$ cat config.mk
export PLATFORM = sky130hd
export DESIGN_NAME = reaction_timer_flat
export DESIGN_NICKNAME = d
export VERILOG_FILES = /design/src/rtl/reaction_timer_if.sv /design/src/rtl/reaction_timer.sv /design/src/flat_wrapper.sv
export SDC_FILE = /design/constraint.sdc
export NUM_CORES = 1
export LEC_CHECK = 0
export CAP_MARGIN = 25
export CORE_MARGIN = 2
export CORE_UTILIZATION = 51
export DETAILED_ROUTE_END_ITERATION = 8
export HOLD_SLACK_MARGIN = 0.15
export MAX_ROUTING_LAYER = met4
export PLACE_DENSITY_LB_ADDON = 0.08
export SETUP_SLACK_MARGIN = 0.3
export SLEW_MARGIN = 30
export SYNTH_ARGS = -nofsm -noshare
export SYNTH_HDL_FRONTEND = slang
export SYNTH_SLANG_ARGS = --single-unit
$ cat constraint.sdc
create_clock -name clk -period 4.5 [get_ports clk]
set_input_delay 1.35 -clock clk [delete_from_list [all_inputs] [get_ports clk]]
set_output_delay 1.35 -clock clk [all_outputs]
set_load 0.01 [all_outputs]
$ cat src/rtl/reaction_timer_if.sv
// rtl/reaction_timer_if.sv - player controls and result display bundle for reaction_timer
interface reaction_timer_if;
    logic       start;
    logic       react;
    logic       led_go;
    logic [3:0] digit3;
    logic [3:0] digit2;
    logic [3:0] digit1;
    logic [3:0] digit0;
    logic       false_start;
    logic       overflow;
    logic       busy;

    modport master (
        output start, react,
        input  led_go, digit3, digit2, digit1, digit0, false_start, overflow, busy
    );

    modport slave (
        input  start, react,
        output led_go, digit3, digit2, digit1, digit0, false_start, overflow, busy
    );
endinterface

$ cat src/rtl/reaction_timer.sv
// rtl/reaction_timer.sv - random-delay go lamp followed by a 4-digit BCD millisecond count
module reaction_timer #(
    parameter int CLK_PER_MS   = 100000,
    parameter int MIN_DELAY_MS = 1000
) (
    input  logic            clk,
    input  logic            rst,
    reaction_timer_if.slave io
);
    localparam int PW = (CLK_PER_MS > 1) ? $clog2(CLK_PER_MS) : 1;
    localparam int DW = $clog2(MIN_DELAY_MS + 2048);
    localparam logic [PW-1:0] PRE_LAST = PW'(CLK_PER_MS - 1);

    typedef enum logic [2:0] {IDLE, WAIT, GO, DONE, FALSE} state_t;
    state_t state, state_next;

    logic [15:0]     lfsr;
    logic [PW-1:0]   prescaler;
    logic [DW-1:0]   delay_ms;
    logic [3:0][3:0] cnt;
    logic [3:0][3:0] cnt_inc;
    logic            go_q, busy_q, false_q, ovf_q;
    logic            ms_tick, at_max, inc_carry;
    logic            load_round, count_inc, set_false, set_ovf;

    assign ms_tick = (prescaler == PRE_LAST);
    assign at_max  = (cnt == 16'h9999);

    always_ff @(posedge clk) begin
        if (rst) state <= IDLE;
        else     state <= state_next;
    end

    // react outranks a coincident tick in both WAIT and GO
    always_comb begin
        state_next = state;
        load_round = 1'b0;
        count_inc  = 1'b0;
        set_false  = 1'b0;
        set_ovf    = 1'b0;
        case (state)
            IDLE, DONE, FALSE: begin
                if (io.start) begin
                    state_next = WAIT;
                    load_round = 1'b1;
                end
            end
            WAIT: begin
                if (io.react) begin
                    state_next = FALSE;
                    set_false  = 1'b1;
                end else if (ms_tick && delay_ms == DW'(1)) begin
                    state_next = GO;
                end
            end
            GO: begin
                if (io.react) begin
                    state_next = DONE;
                end else if (ms_tick) begin
                    if (at_max) begin
                        set_ovf    = 1'b1;
                        state_next = DONE;
                    end else begin
                        count_inc = 1'b1;
                    end
                end
            end
            default: state_next = IDLE;
        endcase
    end

    // ripple decimal carry from the ones digit upward
    always_comb begin
        cnt_inc   = cnt;
        inc_carry = 1'b1;
        for (int i = 0; i < 4; i++) begin
            if (inc_carry) begin
                if (cnt[i] == 4'd9) begin
                    cnt_inc[i] = 4'd0;
                end else begin
                    cnt_inc[i] = cnt[i] + 4'd1;
                    inc_carry  = 1'b0;
                end
            end
        end
    end

    always_ff @(posedge clk) begin
        if (rst) begin
            lfsr      <= 16'hACE1;
            prescaler <= '0;
            delay_ms  <= '0;
            cnt       <= '0;
            go_q      <= 1'b0;
            busy_q    <= 1'b0;
            false_q   <= 1'b0;
            ovf_q     <= 1'b0;
        end else begin
            lfsr <= {lfsr[14:0], lfsr[15] ^ lfsr[13] ^ lfsr[12] ^ lfsr[10]};

            // prescaler restarts on every state change so WAIT and GO each begin on a full ms
            if (state_next != state || (state != WAIT && state != GO) || ms_tick)
                prescaler <= '0;
            else
                prescaler <= prescaler + PW'(1);

            if (load_round)
                delay_ms <= DW'(MIN_DELAY_MS) + DW'(lfsr[10:0]);
            else if (state == WAIT && ms_tick)
                delay_ms <= delay_ms - DW'(1);

            if (load_round)     cnt <= '0;
            else if (count_inc) cnt <= cnt_inc;

            if (load_round)     false_q <= 1'b0;
            else if (set_false) false_q <= 1'b1;

            if (load_round)   ovf_q <= 1'b0;
            else if (set_ovf) ovf_q <= 1'b1;

            go_q   <= (state_next == GO);
            busy_q <= (state_next == WAIT) || (state_next == GO);
        end
    end

    assign io.led_go      = go_q;
    assign io.busy        = busy_q;
    assign io.false_start = false_q;
    assign io.overflow    = ovf_q;
    assign io.digit3      = cnt[3];
    assign io.digit2      = cnt[2];
    assign io.digit1      = cnt[1];
    assign io.digit0      = cnt[0];
endmodule

$ cat src/flat_wrapper.sv
// flat-port wrapper written by rule: the top's interface ports become plain ports
module reaction_timer_flat 
#(
    parameter int CLK_PER_MS   = 100000,
    parameter int MIN_DELAY_MS = 1000
)
  (clk, rst, io_start, io_react, io_led_go, io_digit3, io_digit2, io_digit1, io_digit0, io_false_start, io_overflow, io_busy);
  reaction_timer_if io_i ();
  input  logic clk;
  input  logic rst;
  input wire logic [$bits(io_i.start)-1:0] io_start;
  input wire logic [$bits(io_i.react)-1:0] io_react;
  output wire logic [$bits(io_i.led_go)-1:0] io_led_go;
  output wire logic [$bits(io_i.digit3)-1:0] io_digit3;
  output wire logic [$bits(io_i.digit2)-1:0] io_digit2;
  output wire logic [$bits(io_i.digit1)-1:0] io_digit1;
  output wire logic [$bits(io_i.digit0)-1:0] io_digit0;
  output wire logic [$bits(io_i.false_start)-1:0] io_false_start;
  output wire logic [$bits(io_i.overflow)-1:0] io_overflow;
  output wire logic [$bits(io_i.busy)-1:0] io_busy;
  assign io_i.start = io_start;
  assign io_i.react = io_react;
  assign io_led_go = io_i.led_go;
  assign io_digit3 = io_i.digit3;
  assign io_digit2 = io_i.digit2;
  assign io_digit1 = io_i.digit1;
  assign io_digit0 = io_i.digit0;
  assign io_false_start = io_i.false_start;
  assign io_overflow = io_i.overflow;
  assign io_busy = io_i.busy;
  reaction_timer #(.CLK_PER_MS(CLK_PER_MS), .MIN_DELAY_MS(MIN_DELAY_MS)) u_core (.clk(clk), .rst(rst), .io(io_i));
endmodule
# --- After elaboration in Yosys (flattened, before gate mapping) ---
# Index checks and enable logic that the tools add are counted.
# Widths: inputs -> output; s select.
totals:
  out_inout_bits: 20
  regBits: 68
  in_bits: 4
  elab_cells: 82
classes:
  n_reduce_logical: 14
  addsub: 7
  bitwise: 3
  n_eq_ne: 16
  mux: 30
op_table:
  columns: ["cell", "count"]
  rows:
  - ["$mux 12", 2]
  - ["$mux 3", 6]
  - ["$add 17x1->17 const B", 1]
  - ["$eq 17x17->1 const B", 1]
  - ["$mux 1", 17]
  - ["$add 4x1->4 const B", 4]
  - ["$eq 16x16->1 const B", 1]
  - ["$eq 4x4->1 const B", 4]
  - ["$mux 4", 4]
  - ["$add 10x11->12 const A", 1]
  - ["$eq 12x1->1 const B", 1]
  - ["$sub 12x1->12 const B", 1]
  - ["$eq 3x2->1 const B", 3]
  - ["$pmux 3 s3", 1]
  - ["$eq 3x1->1 const B", 2]
  - ["$reduce_and 2->1", 3]
  - ["$reduce_or 2->1", 2]
  - ["$eq 3x3->1 const B", 1]
  - ["$logic_and 1x1->1", 3]
  - ["$logic_not 3->1", 1]
  - ["$logic_or 1x1->1", 3]
  - ["$ne 3x1->1 const B", 1]
  - ["$ne 3x2->1 const B", 1]
  - ["$ne 3x3->1", 1]
  - ["other kinds (3)", 5]

# --- Longest topological paths before layout ---
depth:
  word_depth: 9
  mapped_depth: 8

# --- Worst setup path before layout ---
# OpenSTA, ideal clock, no wires.
synth_path:
  kind: "input port to flip-flop"
  start: "input io_react"
  end: "register u_core.cnt, in the netlist u_core.io.digit2[2]"
  path_stages: 6
  path_slack_ps: 1873
  t_required_ps: 4429
  setup_ps: 71
  path_buffers: 2
  arrival_ps: 2556
  path_cell_list: "clkbuf_1 > nor3_2 > o211ai_2 > buf_6 > or4_1 > a21oi_1"
synth_between:
  elab_chain_len: 3
synth_rtl:
  columns: ["item", "line_no", "source"]
  rows:
  - ["from (decl)", "flat_wrapper.sv:12", "input wire logic [$bits(io_i.react)-1:0] io_react;"]
  - ["$mux 1", "reaction_timer.sv:57", "if (io.react) begin"]
  - ["$mux 1", "reaction_timer.sv:41", "case (state)"]
  - ["$reduce_and 2->1 (no line)", null, null]
  - ["to (signal assigned)", "reaction_timer.sv:113", "else if (count_inc) cnt <= cnt_inc;"]
  - ["to (decl)", "reaction_timer.sv:20", "logic [3:0][3:0] cnt;"]
# Every way passes these cells.
# A chain may end at the register's enable or synchronous reset.

# --- Worst setup path after layout ---
layout_path:
  start: "input io_react"
  end: "register u_core.cnt, in the netlist u_core.io.digit2[3]"
# Same word-level chain as after synthesis.

==> results.ini <==
[route]
vias_per_cell=5.663
finalWirelength_um=6872
detail-route-antenna-nets=0
drtPass1Iterations=4
drtIter0Drc=129
vias=2741
drcViolationCount=0
wire_per_inst_um=14.20

[global_routing]
grt_use_total_pct=21.35
antenna_found_initial=0
grt_pass1_wl_um=11890
grt_pass1_vias=2463
grt_max_degree=31
gr-total-overflow=0

[synthesis]
seq_area_frac_synth_pct=41.31
async_reset_ff_share_pct=0
yosysWarnings=0
ys.flop_type=dfxtp_1
ys_types=52
syn_inst=380
synth_seq_cells=68
syn_area_per_cell_um2=8.673
synth_edf_count=0
syn_area_mm2=0.003296
synth_fp_nets=388

[status]
outcome=complete, no violations

[final_layout]
layout.cells.most_common=dfxtp_1
drive_above_1_share_pct=8.108
areaGrowthSynthToFinish_pct=13.25
num_antenna_cells=0
final_cell_area_mm2=0.003732
nNetsFinal=410
layout_common_cells=68 x dfxtp_1, 45 x nor2_1, 23 x clkdlybuf4s50_1

[critical_path]
path_max_fanout=13
critPathArrivalTime_ns=3.24
critPathMaxStageDelay_ns=0.57
crit_path_cell_trace=clkdlybuf4s50_1, nor3_2, o211ai_2, or4_1, a31oi_1
startpoint_type=input port
worstPathRequired_ns=4.76
critPathKind=in -> reg
slowest_stage=clkdlybuf4s50_1
endpoint_kind=flop

[placement]
hpwl_um=4650
portBuffers=23
place_area_mm2=0.003563
gp_congestion=0.8094

[cts]
numCtsBuffers=9
cts_tree=yes
root_buffer=clkbuf_8
clk_path_buf_depth=2
cts_hold_buf=0
insertion_delay_ns=0.34
h-tree-depth=3
postCtsResizedCells=0
cts_setup_buffers=0
clock_sinks=68
clk_pin_slew_ns=0.07

[timing]
rsz0062_at_grt=false
skew_ns=0.008580
hold_violations=0
setup_tns_ns=0
period_share_pct=66.17
worst_pin_slew_ns=0.9591
max_slew_margin_pct=35.82
min_period_ns=2.978
clock.fmax_mhz=335.8
setup_viol=0
drv_slew=0

[power_and_ir_drop]
max-vdd-ir-drop_mv=0.1761
p_per_area_mw_per_mm2=316.8
power_mw=1.183
leakagePower_nw=1.260

[floorplan]
num_rows=29
io_pins=24
core_area_mm2=0.006314
die_w_um=84.39
start_util_pct=52.20
die_h_um=84.39
dieArea_mm2=0.007121

[hold_path]
min_path_type=reg -> reg

[run]
drv_cap=0

## cells in the mapped netlist (3+ instances only)
library cell	n	area (um2)
dfxtp_1	68	1361
nor2_1	45	168.9
a21oi_1	22	110.1
nand2_1	19	71.32
xnor2_1	18	157.7
xor2_1	17	148.9
nand3_1	15	75.07
o21ai_0	15	75.07
nand4_1	14	87.58
inv_1	13	48.80
nor2b_1	13	81.33
nor3_1	11	55.05
or3_1	9	56.30
or4_1	8	60.06
clkbuf_1	7	26.28
or2_2	7	43.79
a211oi_1	5	37.54
and3_1	5	31.28
buf_2	5	25.02
and2_1	4	25.02
ha_1	4	50.05
nand2b_1	4	25.02
o31ai_1	4	30.03
a31oi_1	3	18.77
and4_1	3	26.28
mux2i_1	3	30.03
nor3b_1	3	22.52
nor4_1	3	18.77
o2111ai_1	3	26.28
## sequential cells by signal (all words and copies together), names as in the netlist, 3 cells and up
name and cells:
u_core.io.digit2 4, u_core.state 3, u_core.delay_ms 12, u_core.io.digit0 4, u_core.prescaler 17, u_core.io.digit3 4, u_core.lfsr 16, u_core.io.digit1 4
## worst max-delay path, delay by kind of cell
kind                   cells  cell delay, ns
buffers and inverters      1            0.57
AND/OR/NAND/NOR            2            0.88
AO/OA/AOI/OAI              2            0.43
## logic make-up after synthesis
logic type      after synthesis  synth area share [%]
simple gates                176                 30.18
flops                        68                 41.31
compound gates               67                 13.06
xor+xnor                     35                 9.301
buf+inv                      27                 3.721
fa+ha+maj                     4                 1.519
mux                           3                0.9112
## stage by stage
step	setup slack, ns	util [%]	instances	hold slack, ns
4_1_cts	1.556	59.12	484	0.4192
5_1_grt	1.402	59.12	484	0.4303
6_report	1.522	59.12	484	0.4146
3_5_place_dp	1.184	56.44	468	0.4025
2_1_floorplan	1.873	-	380	0.3895
3_3_place_gp	1.225	56.44	468	0.3930
## per-layer routing
metal | share of wire (%) | GRT usage, % | wire (um)
met5 | 0 | - | 0
met1 | 52 | 31.43 | 3590
met4 | 1.3 | 7.792 | 90
met2 | 42 | 28.43 | 2856
met3 | 4.9 | 4.818 | 334
## path summary, 6_finish.rpt
kind	from	end	slack [ns]	depth (start not counted)
min	u_core.lfsr[14]	u_core.lfsr[15]	0.41	1
max reg2reg	u_core.prescaler[0]	u_core.io.digit2[3]	1.79	6
min reg2reg	u_core.lfsr[14]	u_core.lfsr[15]	0.41	1
max	io_react	u_core.io.digit2[3]	1.52	5
## layout make-up
type                            instances  area, um2
Fill cell                             571       2581
Multi-Input combinational cell        285       1812
Sequential cell                        68       1361
Timing Repair Buffer                   25      245.2
Clock buffer                           11      141.4
Tap cell                               77      96.34
Inverter                               13      48.80
Clock inverter                          5      27.53
## power breakdown
part	switching, mW	total [mW]	internal, mW
registers	0.0196	0.643	0.624
clock network	0.231	0.443	0.211
logic	0.0565	0.0966	0.0401
Power figures use the tool's default switching activity.
